<file path="src/rtl/arith_mac_pipe.sv">
// Two-stage pipelined MW x MW multiply-accumulate with a DW+GUARD bit accumulator,
// raw/saturating/guard-bit readout, sticky wrap flag and valid/ready flow control.
module arith_mac_pipe #(
  parameter int DW    = 32,
  parameter int MW    = 16,
  parameter int GUARD = 8
) (
  input  logic          sys_clk,
  input  logic          reset,
  input  logic          cmd_valid,
  output logic          cmd_ready,
  input  logic [2:0]    cmd_op,
  input  logic          cmd_sign,
  input  logic [MW-1:0] cmd_a,
  input  logic [MW-1:0] cmd_b,
  output logic          res_valid,
  input  logic          res_ready,
  output logic [DW-1:0] res_data,
  output logic          res_zero,
  output logic          res_neg,
  output logic          res_sat,
  output logic          acc_ovf
);
  localparam int AW = DW + GUARD;
  localparam int PW = 2 * MW;

  typedef enum logic [2:0] {
    OP_MUL   = 3'b000,
    OP_MACI  = 3'b001,
    OP_MAC   = 3'b010,
    OP_MSU   = 3'b011,
    OP_RDACC = 3'b100,
    OP_RDSAT = 3'b101,
    OP_RDTOP = 3'b110,
    OP_CLR   = 3'b111
  } op_e;

  function automatic logic signed [AW-1:0] extend_prod(input logic [PW-1:0] p, input logic sgn);
    return {{(AW-PW){sgn & p[PW-1]}}, p};
  endfunction

  // Returns {signed-overflow, wrapped result}.
  function automatic logic [AW:0] acc_addsub(input logic signed [AW-1:0] lhs,
                                             input logic signed [AW-1:0] rhs,
                                             input logic sub);
    logic signed [AW-1:0] res;
    logic                 ovf;
    if (sub) begin
      res = lhs - rhs;
      ovf = (lhs[AW-1] != rhs[AW-1]) && (res[AW-1] != lhs[AW-1]);
    end else begin
      res = lhs + rhs;
      ovf = (lhs[AW-1] == rhs[AW-1]) && (res[AW-1] != lhs[AW-1]);
    end
    return {ovf, res};
  endfunction

  // Returns {clamped, value}; in range when every bit above DW-2 matches the sign.
  function automatic logic [DW:0] sat_dw(input logic signed [AW-1:0] v);
    logic [DW:0] r;
    if (v[AW-1:DW-1] == {(AW-DW+1){v[AW-1]}})
      r = {1'b0, v[DW-1:0]};
    else if (v[AW-1])
      r = {1'b1, 1'b1, {(DW-1){1'b0}}};
    else
      r = {1'b1, 1'b0, {(DW-1){1'b1}}};
    return r;
  endfunction

  logic adv;
  assign adv       = ~res_valid | res_ready;
  assign cmd_ready = adv;

  // Stage 0 -> 1: operand extension and product
  logic [PW-1:0] a_ext, b_ext, prod;
  assign a_ext = {{MW{cmd_sign & cmd_a[MW-1]}}, cmd_a};
  assign b_ext = {{MW{cmd_sign & cmd_b[MW-1]}}, cmd_b};
  assign prod  = a_ext * b_ext;

  logic          vld_p1;
  op_e           op_p1;
  logic          sign_p1;
  logic [PW-1:0] prod_p1;

  always_ff @(posedge sys_clk or posedge reset) begin
    if (reset) begin
      vld_p1  <= 1'b0;
      op_p1   <= OP_MUL;
      sign_p1 <= 1'b0;
      prod_p1 <= '0;
    end else if (adv) begin
      vld_p1 <= cmd_valid;
      if (cmd_valid) begin
        op_p1   <= op_e'(cmd_op);
        sign_p1 <= cmd_sign;
        prod_p1 <= prod;
      end
    end
  end

  // Stage 1 -> 2: op execution against the accumulator
  logic signed [AW-1:0] pext_p1;
  logic signed [AW-1:0] acc_p2;
  logic signed [AW-1:0] acc_next;
  logic [AW:0]          addsub;
  logic [DW:0]          sat;
  logic [DW-1:0]        data_next;
  logic                 sat_next;
  logic                 ovf_next;

  assign pext_p1 = extend_prod(prod_p1, sign_p1);
  assign addsub  = acc_addsub(acc_p2, pext_p1, op_p1 == OP_MSU);
  assign sat     = sat_dw(acc_p2);

  always_comb begin
    acc_next  = acc_p2;
    ovf_next  = acc_ovf;
    data_next = '0;
    sat_next  = 1'b0;
    case (op_p1)
      OP_MUL:   data_next = pext_p1[DW-1:0];
      OP_MACI: begin
        acc_next  = pext_p1;
        ovf_next  = 1'b0;
        data_next = pext_p1[DW-1:0];
      end
      OP_MAC, OP_MSU: begin
        acc_next  = addsub[AW-1:0];
        ovf_next  = acc_ovf | addsub[AW];
        data_next = addsub[DW-1:0];
      end
      OP_RDACC: data_next = acc_p2[DW-1:0];
      OP_RDSAT: begin
        data_next = sat[DW-1:0];
        sat_next  = sat[DW];
      end
      OP_RDTOP: data_next = {{(DW-GUARD){acc_p2[AW-1]}}, acc_p2[AW-1:DW]};
      OP_CLR: begin
        acc_next = '0;
        ovf_next = 1'b0;
      end
      default: ;
    endcase
  end

  always_ff @(posedge sys_clk or posedge reset) begin
    if (reset) begin
      res_valid <= 1'b0;
      res_data  <= '0;
      res_zero  <= 1'b1;
      res_neg   <= 1'b0;
      res_sat   <= 1'b0;
      acc_ovf   <= 1'b0;
      acc_p2    <= '0;
    end else if (adv) begin
      res_valid <= vld_p1;
      if (vld_p1) begin
        acc_p2   <= acc_next;
        acc_ovf  <= ovf_next;
        res_data <= data_next;
        res_zero <= (data_next == '0);
        res_neg  <= data_next[DW-1];
        res_sat  <= sat_next;
      end
    end
  end

endmodule

</file>
<file path="config.mk">
export PLATFORM = sky130hd
export DESIGN_NAME = arith_mac_pipe
export DESIGN_NICKNAME = d
export VERILOG_FILES = /design/src/rtl/arith_mac_pipe.sv
export SDC_FILE = /design/constraint.sdc
export NUM_CORES = 1
export LEC_CHECK = 0
export BUFFER_PORTS_ARGS = -buffer_cell sky130_fd_sc_hd__buf_2
export CORE_MARGIN = 2
export CORE_UTILIZATION = 60
export CTS_BUF_LIST = sky130_fd_sc_hd__clkbuf_2
export DETAILED_ROUTE_END_ITERATION = 10
export PLACE_DENSITY = 0.83
export SYNTH_ARGS = -nofsm -noshare
export SYNTH_HDL_FRONTEND = slang
export SYNTH_SLANG_ARGS = --single-unit
export TNS_END_PERCENT = 30
</file>
<file path="constraint.sdc">
create_clock -name sys_clk -period 3.85 [get_ports sys_clk]
set_input_delay 0 -clock sys_clk [delete_from_list [all_inputs] [get_ports sys_clk]]
set_output_delay 0 -clock sys_clk [all_outputs]
set_load 0.05 [all_outputs]
</file>
# Word level (Yosys, flattened, before mapping)
# Index checks and enable logic that the tools add are counted.
[totals]
ff_bits = 114
latchBits = 0
ram_bits = 0
romBits = 0
input_bits = 40
word_cells = 53
mem_count = 0
[op_classes]
addsub = 2
n_mul = 1
div = 0
magnitude_cmp = 0
n_eq_ne = 12
shift = 0
n_mux = 8
bitwise = 6
n_reduce_logical = 13
[op_table]
columns = ["operator", "n"]
rows = [
  ["case mux 32 bit (5 select lines)", 1],
  ["case mux 40 bit (3 select lines)", 1],
  ["adder 40 x 33 -> 40 bit", 1],
  ["two-way mux 40 bit", 1],
  ["subtractor 40 x 33 -> 40 bit", 1],
  ["two-way mux 33 bit", 1],
  ["logical NOT 32 bit", 1],
  ["multiplier 17 x 17 -> 32 bit", 1],
  ["two-way mux 32 bit", 1],
  ["== test 3 bit, second input constant", 4],
  ["== test 8 bit", 1],
  ["== test 3 x 2 -> 1 bit, second input constant", 2],
  ["AND reduction 3 bit", 2],
  ["OR reduction 2 bit", 3],
  ["AND reduction 2 bit", 2],
  ["bitwise AND 1 bit", 3],
  ["== test 3 x 1 -> 1 bit, second input constant", 1],
  ["logical NOT 3 bit", 1],
  ["!= test 1 bit", 3],
  ["nonzero test 3 bit", 1],
  ["logical AND 1 bit", 2],
  ["two-way mux 1 bit", 2],
  ["OR 1 bit", 2],
  ["case mux 1 bit (2 select lines)", 1],
  ["other kinds (3)", 3],
]

# Logic depth before layout (Yosys ltp)
[depth]
ltp_word = 7
depth_mapped = 27

# Worst setup path before layout
# Ideal clock, no wire load.
[synth_timing]
path_kind = "input -> register"
startpoint = "input cmd_b[8]"
endpoint = "register prod_p1[30]"
setup_ns = 0.131
t_arrival_ns = 5.913
setup_slack_ns = -2.194
cell_stages = 25
cell_sequence = "clkbuf_1 clkbuf_1 nand2_1 fa_1 inv_1 fa_1 fa_1 fa_1 fa_1 inv_1 fa_1 inv_1 ha_1 and3_1 a31oi_1 o21ai_0 a21oi_1 nand4bb_1 nand2_1 o211ai_1 a31o_2 a21o_1 a21oi_1 nor4b_1 or3_1"
[synth_via]
elab_chain_len = 1
[synth_lines]
columns = ["item", "line", "text"]
rows = [
  ["start, declared", "15", "input logic [MW-1:0] cmd_b,"],
  ["multiplier 17 x 17 -> 32 bit", "78", "assign prod = a_ext * b_ext;"],
  ["end signal, assigned", "96", "prod_p1 <= prod;"],
  ["end, declared", "83", "logic [PW-1:0] prod_p1;"],
]
# No other way between the ends.
# A chain may end at the register's enable or synchronous reset.

# Worst setup path after layout
[layout_timing]
startpoint = "input cmd_b[11]"
endpoint = "register prod_p1[30]"
# The elaborated chain is that of the path after synthesis.

==> flow_summary.toml <==
[worst_hold_path]
whs_endpoint = "prod_p1[1]"
hp-start = "cmd_b[1]"
min_path_type = "in2reg"
min_path_cells = 5

[setup_path]
crit_required_ns = 4.56
worst_reg2reg_endpoint = "res_zero"
timing.critical_path.slowest_stage_cell = "fa_1"
reg2reg_setup_slack_ns = -0.49
timing.critical_path.to_type = "flip-flop"
path_delay_family = "adder cells"
cp_launch_type = "input pin"
critical_path_peak_fanout = 6
reg2reg_depth = 18
launch_point_of_the_worst_path = "cmd_b[11]"
critPathBufInv = 5
timing_worst_setup_path_type = "in2reg"
rr_startpoint = "acc_p2[0]"
timing.critical_path.arrival_ns = 6.22
timing.critical_path.slowest_cell_delay_ns = 0.61

[timing]
number_of_setup_violations_in_the_final_report = 32
fin_crit_sh_pct = 143
timing.slew.headroom_pct = 35.6
final_hold_viol_count = 0
timing.final.crit_period_ns = 5.51
fin_ws_ns = -1.66
skew_ns = 0.0525
slew_violations = 0
slew_at_the_pin_closest_to_its_max_slew_limit_ns = 0.956
rsz0062_at_grt = "yes"
fin_tns_setup_ns = -20.86
clock.fmax_mhz = 181

[synthesis]
synth-warning-count = 0
synth_xor_xnor_area_share_pct = 2.99
cells_after_synthesis = 2494
synth.net_count = 2978
yosys.area_share.simple_pct = 17.4
synthArstFlopShare_pct = 100
ys_ff_latch = 113
postSynth.topFlopCell = "dfrtp_1"
post_synth_instance_area_sq_um = 20800
dominant_combinational_cell_family_by_area_after_synthesis = "adder cells"
syn_area_per_cell_sq_um = 8.33
arithmetic_cell_share_of_the_synthesized_area_counting_full_adders_half_adders_and_majority_gates_pct = 37.0
synthMuxAreaShare_pct = 1.26
synth_cell_types = 92
yosysSeqAreaShare_pct = 13.6
complex_gate_fraction_of_the_synthesized_area_pct = 17.2
synth_edf_count = 0

[clocking]
ctsRootBufferMaster = "clkbuf_2"
worst_skew_pair.late_latency_ns = 0.82
numClockSinks = 113
tritoncts_clock_tree = "built"
cts_buffer_depth = 2
numCtsBuffers = 17
clk_transition_reported_paths_ns = 0.23
htreeDepth = 4

[global_route]
top_usage_layer = "met2"
grt_antenna_before_repair = 1
grt-ovfl-total = 0
globalRouteMet2Util_pct = 70.0
via_count_of_the_first_global_routing_pass = 21800
grt_pass1_wl_mm = 116
grtUsageTotal_pct = 41.4
grt_max_degree = 63
met3_layer_usage_reported_by_global_route_pct = 6.88
global_route.usage.met1_pct = 51.5

[floorplan]
initial_core_util_pct = 60.6
width_of_the_die_microns = 190
core.rowCount = 68
core_area_sq_um = 34300
floorplan.io_pins = 78
fp.dieArea_sq_um = 36100
chipHeight_microns = 190

[cells_and_area]
area_overhead_vs_synth_pct = 23.5
postLayoutCellArea_sq_um = 25700
ratio_of_cells_with_drive_above_1_in_the_final_layout_pct = 24.9
layout_common_cells = "395 x buf_4, 379 x inv_1, 288 x nand2_1, 267 x fa_1, 144 x ha_1"
filler_cell_count_in_the_final_layout = 2188
register_area_sq_um = 2830
finalNetCount = 3369
layout.cells.most_common = "buf_4"
multi_input_comb_area_sq_um = 16600
postLayoutCoreUtil_pct = 74.8

[run_status]
violations = "setup timing"
run_status = "complete, but fails checks"

[placement]
pre_cts_ws_ns = -2.37
postPlaceCellArea_sq_um = 24000
hpwl_mm = 56.0
gpl.final_weighted_congestion = 0.994
place.port_buffers = 77

[drt]
detail-route-antenna-nets = 0
detail_route.iter0.violations = 2539
post_drt_wl_per_cell_microns = 23.8
drt-pass1-iter-count = 9
vias_per_cell = 6.42
detailed_route_wire_length_mm = 79.7
drc = 0
vias = 21500

[run]
max-cap-violations = 0
## worst min-delay path: cells and delay by family
kind	cells	cell delay, ns
AND/OR/NAND/NOR	1	0.11
adder cells (fa/ha/maj)	1	0.13
multiplexers	1	0.14
buffers and inverters	2	0.43
## metal layers
layer  wire length (microns)  up-vias
met2                   36700     1663
met1                   28500    10400
met4                    6370        0
met3                    8160      575
li1                        -     8941
met5                       0        -
## what timing repair did
action,in CTS,in global routing
pin swaps,84,71
hold endpoints to repair,134,0
setup endpoints to repair,32,38
resized for setup,157,96
buffers inserted,27,9
hold buffers,15,0
gates cloned,1,0
## synthesized netlist by cell type (all sizes together) (6+ instances only)
cell | count | area [sq um]
a2111oi | 9 | 105
a211oi | 21 | 168
a21o | 23 | 173
a21oi | 156 | 785
a221oi | 12 | 105
a22oi | 23 | 173
a311oi | 6 | 52.6
a31oi | 32 | 200
and2 | 137 | 857
and3 | 14 | 87.6
buf | 32 | 253
clkbuf | 102 | 413
dfrtp | 112 | 2800
fa | 284 | 5690
ha | 160 | 2000
inv | 400 | 1500
mux2 | 9 | 101
mux2i | 16 | 160
nand2 | 304 | 1140
nand2b | 14 | 87.6
nand3 | 22 | 115
nand4 | 13 | 81.3
nor2 | 147 | 557
nor2b | 19 | 119
nor3 | 26 | 130
nor3b | 6 | 45.0
nor4 | 17 | 113
o211ai | 14 | 115
o21a | 13 | 97.6
o21ai | 136 | 681
o21bai | 16 | 120
o221ai | 6 | 52.6
o31a | 8 | 70.1
o31ai | 17 | 143
o41ai | 6 | 78.8
or2 | 10 | 62.6
or3 | 9 | 56.3
or4 | 6 | 45.0
xnor2 | 48 | 420
xor2 | 23 | 201
## how the worst max path moves through the flow
stage | end | cells past startpoint | slack, ns
global placement | prod_p1[30] | 26 | -2.07
detailed placement | prod_p1[31] | 24 | -2.37
CTS | prod_p1[30] | 26 | -1.14
floorplan | prod_p1[30] | 22 | -1.73
global route | prod_p1[30] | 25 | -1.64
finish | prod_p1[30] | 25 | -1.66
## cell families after synthesis
group	count (synthesis)
xor+xnor	71
mux	25
buf+inv	535
simple gates	758
fa+ha+maj	444
flops	113
compound gates	548
## metrics by stage
step                instances  hold WS [ns]
floorplan                2494         0.136
finish                   3355        0.0249
global route             3354        0.0260
CTS                      3348        0.0110
global placement         3274         0.175
detailed placement       3274         0.188
## final cells by class
cell class              count  share of cell area [%]
clock buffers              17                   0.332
flip-flops and latches    113                    11.0
repair buffers            506                    15.4
diodes                      2                  0.0195
well taps                 455                    2.22
multi-input cells        1846                    64.5
clock inverters            15                   0.580
inverters                 401                    5.89
## flip-flops by register name, summed over array words and instances, names as in the netlist
name	count
res_data	32
acc_ovf	1
res_zero	1
vld_p1	1
res_sat	1
res_valid	1
op_p1	3
sign_p1	1
prod_p1	32
acc_p2	40
Power is not shown: default switching activity piles up to over one toggle a cycle in this logic, so the estimate is an artifact.
